[config.mk]
export PLATFORM = sky130hd
export DESIGN_NAME = pim_mem_arbiter
export DESIGN_NICKNAME = d
export VERILOG_FILES = /design/src/rtl/pim_mem_arbiter_pkg.sv /design/src/rtl/pim_mem_arbiter_rd_tag_pipe.sv /design/src/rtl/pim_mem_arbiter.sv
export SDC_FILE = /design/constraint.sdc
export NUM_CORES = 1
export LEC_CHECK = 0
export CAP_MARGIN = 20
export CORE_ASPECT_RATIO = 0.9
export CORE_MARGIN = 8
export CORE_UTILIZATION = 36
export DETAILED_ROUTE_END_ITERATION = 6
export PLACE_DENSITY = 0.78
export SETUP_SLACK_MARGIN = 0.05
export SYNTH_ARGS = -nofsm -noshare
export SYNTH_HDL_FRONTEND = slang
export SYNTH_SLANG_ARGS = --single-unit
[constraint.sdc]
create_clock -name CLK -period 2.16 [get_ports CLK]
set_clock_uncertainty 0.2 [all_clocks]
set_input_delay 0.432 -clock CLK [delete_from_list [all_inputs] [get_ports CLK]]
set_output_delay 0.432 -clock CLK [all_outputs]
set_load 0.05 [all_outputs]
[src/rtl/pim_mem_arbiter_pkg.sv]
// Shared definitions for the CPU/PIM data-RAM arbiter.
//   - owner encodings carried in the read-return tag pipe
//   - CPU-side request FSM states
//   - read-return tag type and the legal RAM read-latency range
package pim_mem_arbiter_pkg;

  localparam logic OWNER_CPU = 1'b0;
  localparam logic OWNER_PIM = 1'b1;

  localparam int unsigned RD_LAT_MIN = 1;
  localparam int unsigned RD_LAT_MAX = 3;

  typedef enum logic [1:0] {
    C_IDLE     = 2'd0,
    C_WAIT     = 2'd1,
    C_INFLIGHT = 2'd2
  } cpu_state_e;

  typedef struct packed {
    logic valid;
    logic owner;
  } rd_tag_t;

  function automatic bit rd_lat_legal(input int unsigned lat);
    return (lat >= RD_LAT_MIN) && (lat <= RD_LAT_MAX);
  endfunction

endpackage

[src/rtl/pim_mem_arbiter_rd_tag_pipe.sv]
// Read-return tag pipe: a Depth-deep shift register of {valid, owner} tags.
// A tag written at the issue cycle appears on tag_o exactly Depth cycles later,
// aligned with the RAM read data.
//   clk_i  : clock
//   rst_ni : asynchronous active-low reset, clears all tags
//   tag_i  : tag for the access issued this cycle
//   tag_o  : tag matching the RAM data returning this cycle
module pim_mem_arbiter_rd_tag_pipe
  import pim_mem_arbiter_pkg::*;
#(
  parameter int unsigned Depth = 1
) (
  input  logic    clk_i,
  input  logic    rst_ni,
  input  rd_tag_t tag_i,
  output rd_tag_t tag_o
);

  rd_tag_t [Depth-1:0] pipe_q;
  rd_tag_t [Depth-1:0] pipe_d;

  if (Depth > 1) begin : g_shift
    assign pipe_d = {pipe_q[Depth-2:0], tag_i};
  end else begin : g_single
    assign pipe_d = tag_i;
  end

  always_ff @(posedge clk_i or negedge rst_ni) begin
    if (!rst_ni) begin
      pipe_q <= '0;
    end else begin
      pipe_q <= pipe_d;
    end
  end

  assign tag_o = pipe_q[Depth-1];

endmodule

[src/rtl/pim_mem_arbiter.sv]
// Shares a single-port data RAM between the FemtoRV32 memory port and the PIM
// engine. CPU strobes are one cycle wide and are captured until issued; PIM
// requests are level-held until pim_gnt. One RAM access issues per cycle, with
// strict alternation under contention, and read data is steered back to its
// owner via a tag pipe matching the RAM read latency.
//   CLK, RESET            : clock, asynchronous active-low reset
//   cpu_*                 : FemtoRV32 port (addr/wdata/wmask/rstrb in, rdata/rbusy/wbusy out)
//   pim_*                 : PIM port (req/we/addr/wdata/wmask in, gnt/rvalid/rdata out)
//   ram_*                 : RAM port (en/we/addr/wdata out, rdata in after RD_LAT cycles)
module pim_mem_arbiter
  import pim_mem_arbiter_pkg::*;
#(
  parameter int unsigned ADDR_W = 32,
  parameter int unsigned DATA_W = 32,
  parameter int unsigned RD_LAT = 1
) (
  input  logic                CLK,
  input  logic                RESET,
  input  logic [ADDR_W-1:0]   cpu_addr,
  input  logic [DATA_W-1:0]   cpu_wdata,
  input  logic [DATA_W/8-1:0] cpu_wmask,
  input  logic                cpu_rstrb,
  output logic [DATA_W-1:0]   cpu_rdata,
  output logic                cpu_rbusy,
  output logic                cpu_wbusy,
  input  logic                pim_req,
  input  logic                pim_we,
  input  logic [ADDR_W-1:0]   pim_addr,
  input  logic [DATA_W-1:0]   pim_wdata,
  input  logic [DATA_W/8-1:0] pim_wmask,
  output logic                pim_gnt,
  output logic                pim_rvalid,
  output logic [DATA_W-1:0]   pim_rdata,
  output logic                ram_en,
  output logic [DATA_W/8-1:0] ram_we,
  output logic [ADDR_W-1:0]   ram_addr,
  output logic [DATA_W-1:0]   ram_wdata,
  input  logic [DATA_W-1:0]   ram_rdata
);

  localparam int unsigned MaskW = DATA_W / 8;

  if (!rd_lat_legal(RD_LAT)) begin : g_bad_rd_lat
    $error("pim_mem_arbiter: RD_LAT must be in 1..3");
  end

  cpu_state_e        state_q, state_d;
  logic [ADDR_W-1:0] req_addr_q, req_addr_d;
  logic [DATA_W-1:0] req_wdata_q, req_wdata_d;
  logic [MaskW-1:0]  req_wmask_q, req_wmask_d;
  logic              req_rd_q, req_rd_d;
  logic              last_owner_q, last_owner_d;
  logic [DATA_W-1:0] cpu_rdata_q, cpu_rdata_d;

  logic              cpu_strobe, cpu_elig, cpu_win, pim_win, cpu_rd;
  logic [ADDR_W-1:0] cpu_addr_eff, sel_addr;
  logic [DATA_W-1:0] cpu_wdata_eff;
  logic [MaskW-1:0]  cpu_wmask_eff;
  logic              cpu_ret, pim_ret;
  rd_tag_t           tag_in, tag_out;
  logic [1:0]        unused_addr_lsbs;

  // In C_IDLE the live strobe is eligible the same cycle; in C_WAIT the
  // captured copy is presented instead.
  always_comb begin
    cpu_strobe    = (state_q == C_IDLE) && (cpu_rstrb || (|cpu_wmask));
    cpu_elig      = cpu_strobe || (state_q == C_WAIT);
    cpu_rd        = (state_q == C_WAIT) ? req_rd_q    : ~(|cpu_wmask);
    cpu_addr_eff  = (state_q == C_WAIT) ? req_addr_q  : cpu_addr;
    cpu_wdata_eff = (state_q == C_WAIT) ? req_wdata_q : cpu_wdata;
    cpu_wmask_eff = (state_q == C_WAIT) ? req_wmask_q : cpu_wmask;
  end

  // Issue is gated by RESET so every output is quiet while reset is held.
  always_comb begin
    cpu_win = RESET && cpu_elig && (!pim_req || (last_owner_q == OWNER_PIM));
    pim_win = RESET && pim_req && !(cpu_elig && (last_owner_q == OWNER_PIM));
  end

  always_comb begin
    tag_in.valid = (cpu_win && cpu_rd) || (pim_win && !pim_we);
    tag_in.owner = cpu_win ? OWNER_CPU : OWNER_PIM;
  end

  pim_mem_arbiter_rd_tag_pipe #(
    .Depth (RD_LAT)
  ) u_rd_tag_pipe (
    .clk_i  (CLK),
    .rst_ni (RESET),
    .tag_i  (tag_in),
    .tag_o  (tag_out)
  );

  always_comb begin
    cpu_ret = tag_out.valid && (tag_out.owner == OWNER_CPU);
    pim_ret = tag_out.valid && (tag_out.owner == OWNER_PIM);
  end

  // RAM port and master-side outputs.
  always_comb begin
    sel_addr         = cpu_win ? cpu_addr_eff : pim_addr;
    unused_addr_lsbs = sel_addr[1:0];
    ram_en           = cpu_win || pim_win;
    ram_we           = '0;
    ram_addr         = '0;
    ram_wdata        = '0;
    if (cpu_win) begin
      ram_we    = cpu_wmask_eff;
      ram_addr  = {2'b00, sel_addr[ADDR_W-1:2]};
      ram_wdata = cpu_wdata_eff;
    end else if (pim_win) begin
      ram_we    = pim_we ? pim_wmask : '0;
      ram_addr  = {2'b00, sel_addr[ADDR_W-1:2]};
      ram_wdata = pim_wdata;
    end
    pim_gnt    = pim_win;
    pim_rvalid = pim_ret;
    pim_rdata  = pim_ret ? ram_rdata : '0;
    // CPU sees return data in the return cycle itself, then the held copy.
    cpu_rdata  = cpu_ret ? ram_rdata : cpu_rdata_q;
    cpu_rbusy  = ((state_q == C_WAIT) && req_rd_q) || ((state_q == C_INFLIGHT) && !cpu_ret);
    cpu_wbusy  = (state_q == C_WAIT) && !req_rd_q;
  end

  always_comb begin
    state_d      = state_q;
    req_addr_d   = req_addr_q;
    req_wdata_d  = req_wdata_q;
    req_wmask_d  = req_wmask_q;
    req_rd_d     = req_rd_q;
    cpu_rdata_d  = cpu_rdata;
    last_owner_d = cpu_win ? OWNER_CPU : (pim_win ? OWNER_PIM : last_owner_q);
    unique case (state_q)
      C_IDLE: begin
        if (cpu_strobe) begin
          req_addr_d  = cpu_addr;
          req_wdata_d = cpu_wdata;
          req_wmask_d = cpu_wmask;
          req_rd_d    = cpu_rd;
          if (cpu_win) begin
            state_d = cpu_rd ? C_INFLIGHT : C_IDLE;
          end else begin
            state_d = C_WAIT;
          end
        end
      end
      C_WAIT: begin
        if (cpu_win) begin
          state_d = req_rd_q ? C_INFLIGHT : C_IDLE;
        end
      end
      C_INFLIGHT: begin
        if (cpu_ret) begin
          state_d = C_IDLE;
        end
      end
      default: state_d = C_IDLE;
    endcase
  end

  always_ff @(posedge CLK or negedge RESET) begin
    if (!RESET) begin
      state_q      <= C_IDLE;
      req_addr_q   <= '0;
      req_wdata_q  <= '0;
      req_wmask_q  <= '0;
      req_rd_q     <= 1'b0;
      last_owner_q <= OWNER_PIM;
      cpu_rdata_q  <= '0;
    end else begin
      state_q      <= state_d;
      req_addr_q   <= req_addr_d;
      req_wdata_q  <= req_wdata_d;
      req_wmask_q  <= req_wmask_d;
      req_rd_q     <= req_rd_d;
      last_owner_q <= last_owner_d;
      cpu_rdata_q  <= cpu_rdata_d;
    end
  end

endmodule
==> key figures <==
Status
  • Status: finished with violations
  • Failing checks: negative setup slack

Worst setup path
  • Crit path max fanout: 7
  • CP Launch Type: input port
  • Depth of the most critical reg-to-reg path: 8
  • R2r setup slk: 0.11 ns
  • Worst Path Required: 1.53 ns
  • CP Data Arrival Time: 2.11 ns
  • RR Startpoint: state_q[0]
  • Critical setup path kind: input port to output port
  • Nature of the critical path endpoint: output port
  • R2r endpoint: req_addr_q[6]

Placed design
  • Dpl hpwl: 17,900 microns
  • Routability cong.: 0.799
  • Dpl ws: -0.938 ns
  • IO buf count: 303
  • Post-DP Area: 10,800 sq um

STA
  • Fmax: 365 MHz
  • RSZ-0062 raised after global routing: yes
  • Min Tclk post-route: 2.74 ns
  • Fin Setup TNS: -44.70 ns
  • Fin crit share: 127%
  • Worst setup margin: -0.577 ns
  • Endpoints failing setup: 101
  • Slew margin rel.: 49.2%
  • Slew Viols, Final: 0
  • Endpoints failing hold: 0
  • Actual slew at the worst max-slew pin: 0.759 ns
  • Worst hold-check slack: 0.0289 ns

Routing
  • DRC violations left: 0
  • Drt wl/cell: 24.7 microns
  • Vias: 5,875
  • Vias per cell: 5.31
  • Antenna Nets Post-Route: 0
  • DRT Wirelength: 27,300 microns
  • DRT iter0 DRCs: 219
  • DR pass1 iterations: 4

Global route
  • GRT Overall Usage: 25.2%
  • First-pass GRT wire length: 39,200 microns
  • Global route overflow: 0
  • Initial antenna violation count: 1
  • Largest net degree at the start of global routing: 57
  • Number of global-route vias before repair: 6,631

Logic synthesis
  • Post-Synth Simple-Gate Area: 5.83%
  • Avg Cell Area, Syn: 11.3 sq um
  • Adder-Cell Fraction of Synth Area: 0%
  • Post-synth EDFFs: 0
  • Most frequent cell after synthesis: dfrtp_1
  • Ys flop type: dfrtp_1
  • Synth unique cells: 30
  • Synthesized cell area: 5690 sq um
  • #FFs+latches synth: 104
  • Synth Area in Compound Gates: 8.80%
  • Sequential area share after synthesis: 45.8%
  • Most frequent cells after synthesis: 103 x dfrtp_1, 80 x mux2_2, 67 x mux2i_1, 67 x o22ai_1, 63 x inv_1
  • Top-area cell type share of the netlist area: 45.3%
  • Post-Syn Instances: 505
  • Ys async rst share: 100%
  • Ranking of synthesized cells by area: dfrtp_1 45%, mux2_2 16%, mux2i_1 12%
  • Mux cell area share after synthesis: 31.4%
  • Ys Warns: 0
  • Leading area contributor after synthesis: dfrtp_1
  • Xor/xnor cell area share of the yosys netlist: 0%
  • Largest family of logic cells by synthesized area: multiplexers

Clock tree
  • # H-tree levels: 3
  • Clock buffer depth: 2
  • Clk sinks: 104
  • CTS root buffer: clkbuf_16
  • CTS tree: built
  • Clock latency at the later pin of the worst-skew pair: 0.36 ns
  • Total CTS buffers: 9
  • Clock-pin slew of the registers on the worst-case setup and hold paths: 0.07 ns

Layout
  • Share of layout cells above drive strength 1: 53.2%
  • Design area: 12,700 sq um
  • Util after Layout: 82.0%
  • Post-layout net count: 1,072
  • Area delta synth->final: 122%

Power
  • Power density over cell area: 1310 nW/um^2
  • Clock power frac: 9.5%
  • Internal Power: 9.36 mW
  • Seq pwr share: 20.7%
  • Peak supply drop: 1.04 mV
  • Sw frac: 43.6%
  • Net switching power: 7.22 mW
  • Leak: 5.58 nW
  • Combinational power share: 69.8%

Min path
  • Worst hold path class: input port to async pin

Floorplanning
  • Cell Rows: 43
  • Die Ht: 135 microns
  • Core footprint: 15,400 sq um
  • Starting utilization of the core area: 36.9%
  • Num ports: 310
  • Die area: 20,100 sq um
  • Die X: 149 microns

Flow run
  • Max-Cap Viols: 0
==> worst max-delay path: stages <==
cell and delay [ns]:
buf_6 0.10, or4_4 0.57, o311ai_4 0.30, buf_12 0.21, buf_12 0.12, buf_12 0.13
o22ai_2 0.08, buf_6 0.16
==> metal layers <==
layer  wire length, microns  track usage, %  vias up
met3                   2110            7.48       44
li1                       -               -     2590
met2                  14600            46.4      286
met1                   9840            26.8     2955
met4                    728            8.83        0
met5                      0               0        -
==> per-stage QoR <==
step | cells | total power [mW]
finish | 1107 | 16.6
global route | 1107 | 17.2
CTS | 1089 | 15.9
detailed placement | 1041 | 12.8
global placement | 1041 | 12.6
floorplan | 506 | 9.61
==> worst max-delay path by stage <==
stage / endpoint / from / slack, ns
2_1_floorplan: ram_en / cpu_wmask[0] / -0.29
3_3_place_gp: ram_addr[29] / cpu_wmask[0] / -0.89
3_5_place_dp: ram_wdata[19] / cpu_wmask[0] / -0.94
4_1_cts: ram_wdata[19] / cpu_wmask[2] / -0.60
5_1_grt: ram_addr[17] / state_q[0] / -0.63
6_report: ram_addr[5] / cpu_wmask[0] / -0.58
==> placed cells by master (no fill, tap or decap), drive strengths merged, types with 3 or more instances in the layout <==
cell type / instances
and3: 32
buf: 254
clkbuf: 14
clkdlybuf4s50: 161
clkinv: 3
dfrtp: 103
inv: 64
mux2: 99
mux2i: 67
nand2: 9
nand2b: 3
nor2: 3
nor2b: 3
o22ai: 67
==> logic make-up after synthesis <==
| logic type | after synthesis |
|---|---|
| flops | 104 |
| simple gates | 56 |
| mux | 166 |
| other cells | 1 |
| buf+inv | 104 |
| compound gates | 74 |
==> registers in the layout, summed over array words and instances (netlist names) <==
name / count
req_addr_q: 30
req_wmask_q: 4
u_rd_tag_pipe.tag_o: 2
req_wdata_q: 32
state_q: 2
req_rd_q: 1
cpu_rdata_q: 32
last_owner_q: 1
==> cell type report <==
| type | instances | area, sq um |
|---|---|---|
| inverter | 63 | 240 |
| fill | 767 | 2780 |
| timing repair buffer | 423 | 5370 |
| clock buffer | 10 | 229 |
| tap | 202 | 253 |
| antenna | 1 | 2.50 |
| multi-input combinational | 298 | 3920 |
| clock inverter | 6 | 43.8 |
| sequential | 104 | 2610 |
==> what timing repair did <==
item	in CTS	in global routing
pin swaps	32	9
cloned	5	4
hold endpoints to repair	47	0
setup endpoints to repair	177	222
buffers inserted	26	14
hold buffers	2	0
resized for setup	206	57
==> power groups by stage <==
stage	Combinational (mW)	Sequential [mW]	Clock, mW
final	11.6	3.43	1.58
after global placement	9.28	3.29	0
after global routing	12.0	3.52	1.69
after floorplan	6.40	3.21	0
after detailed placement	9.44	3.37	0
after CTS	10.9	3.36	1.60
Power figures use the tool's default switching activity.
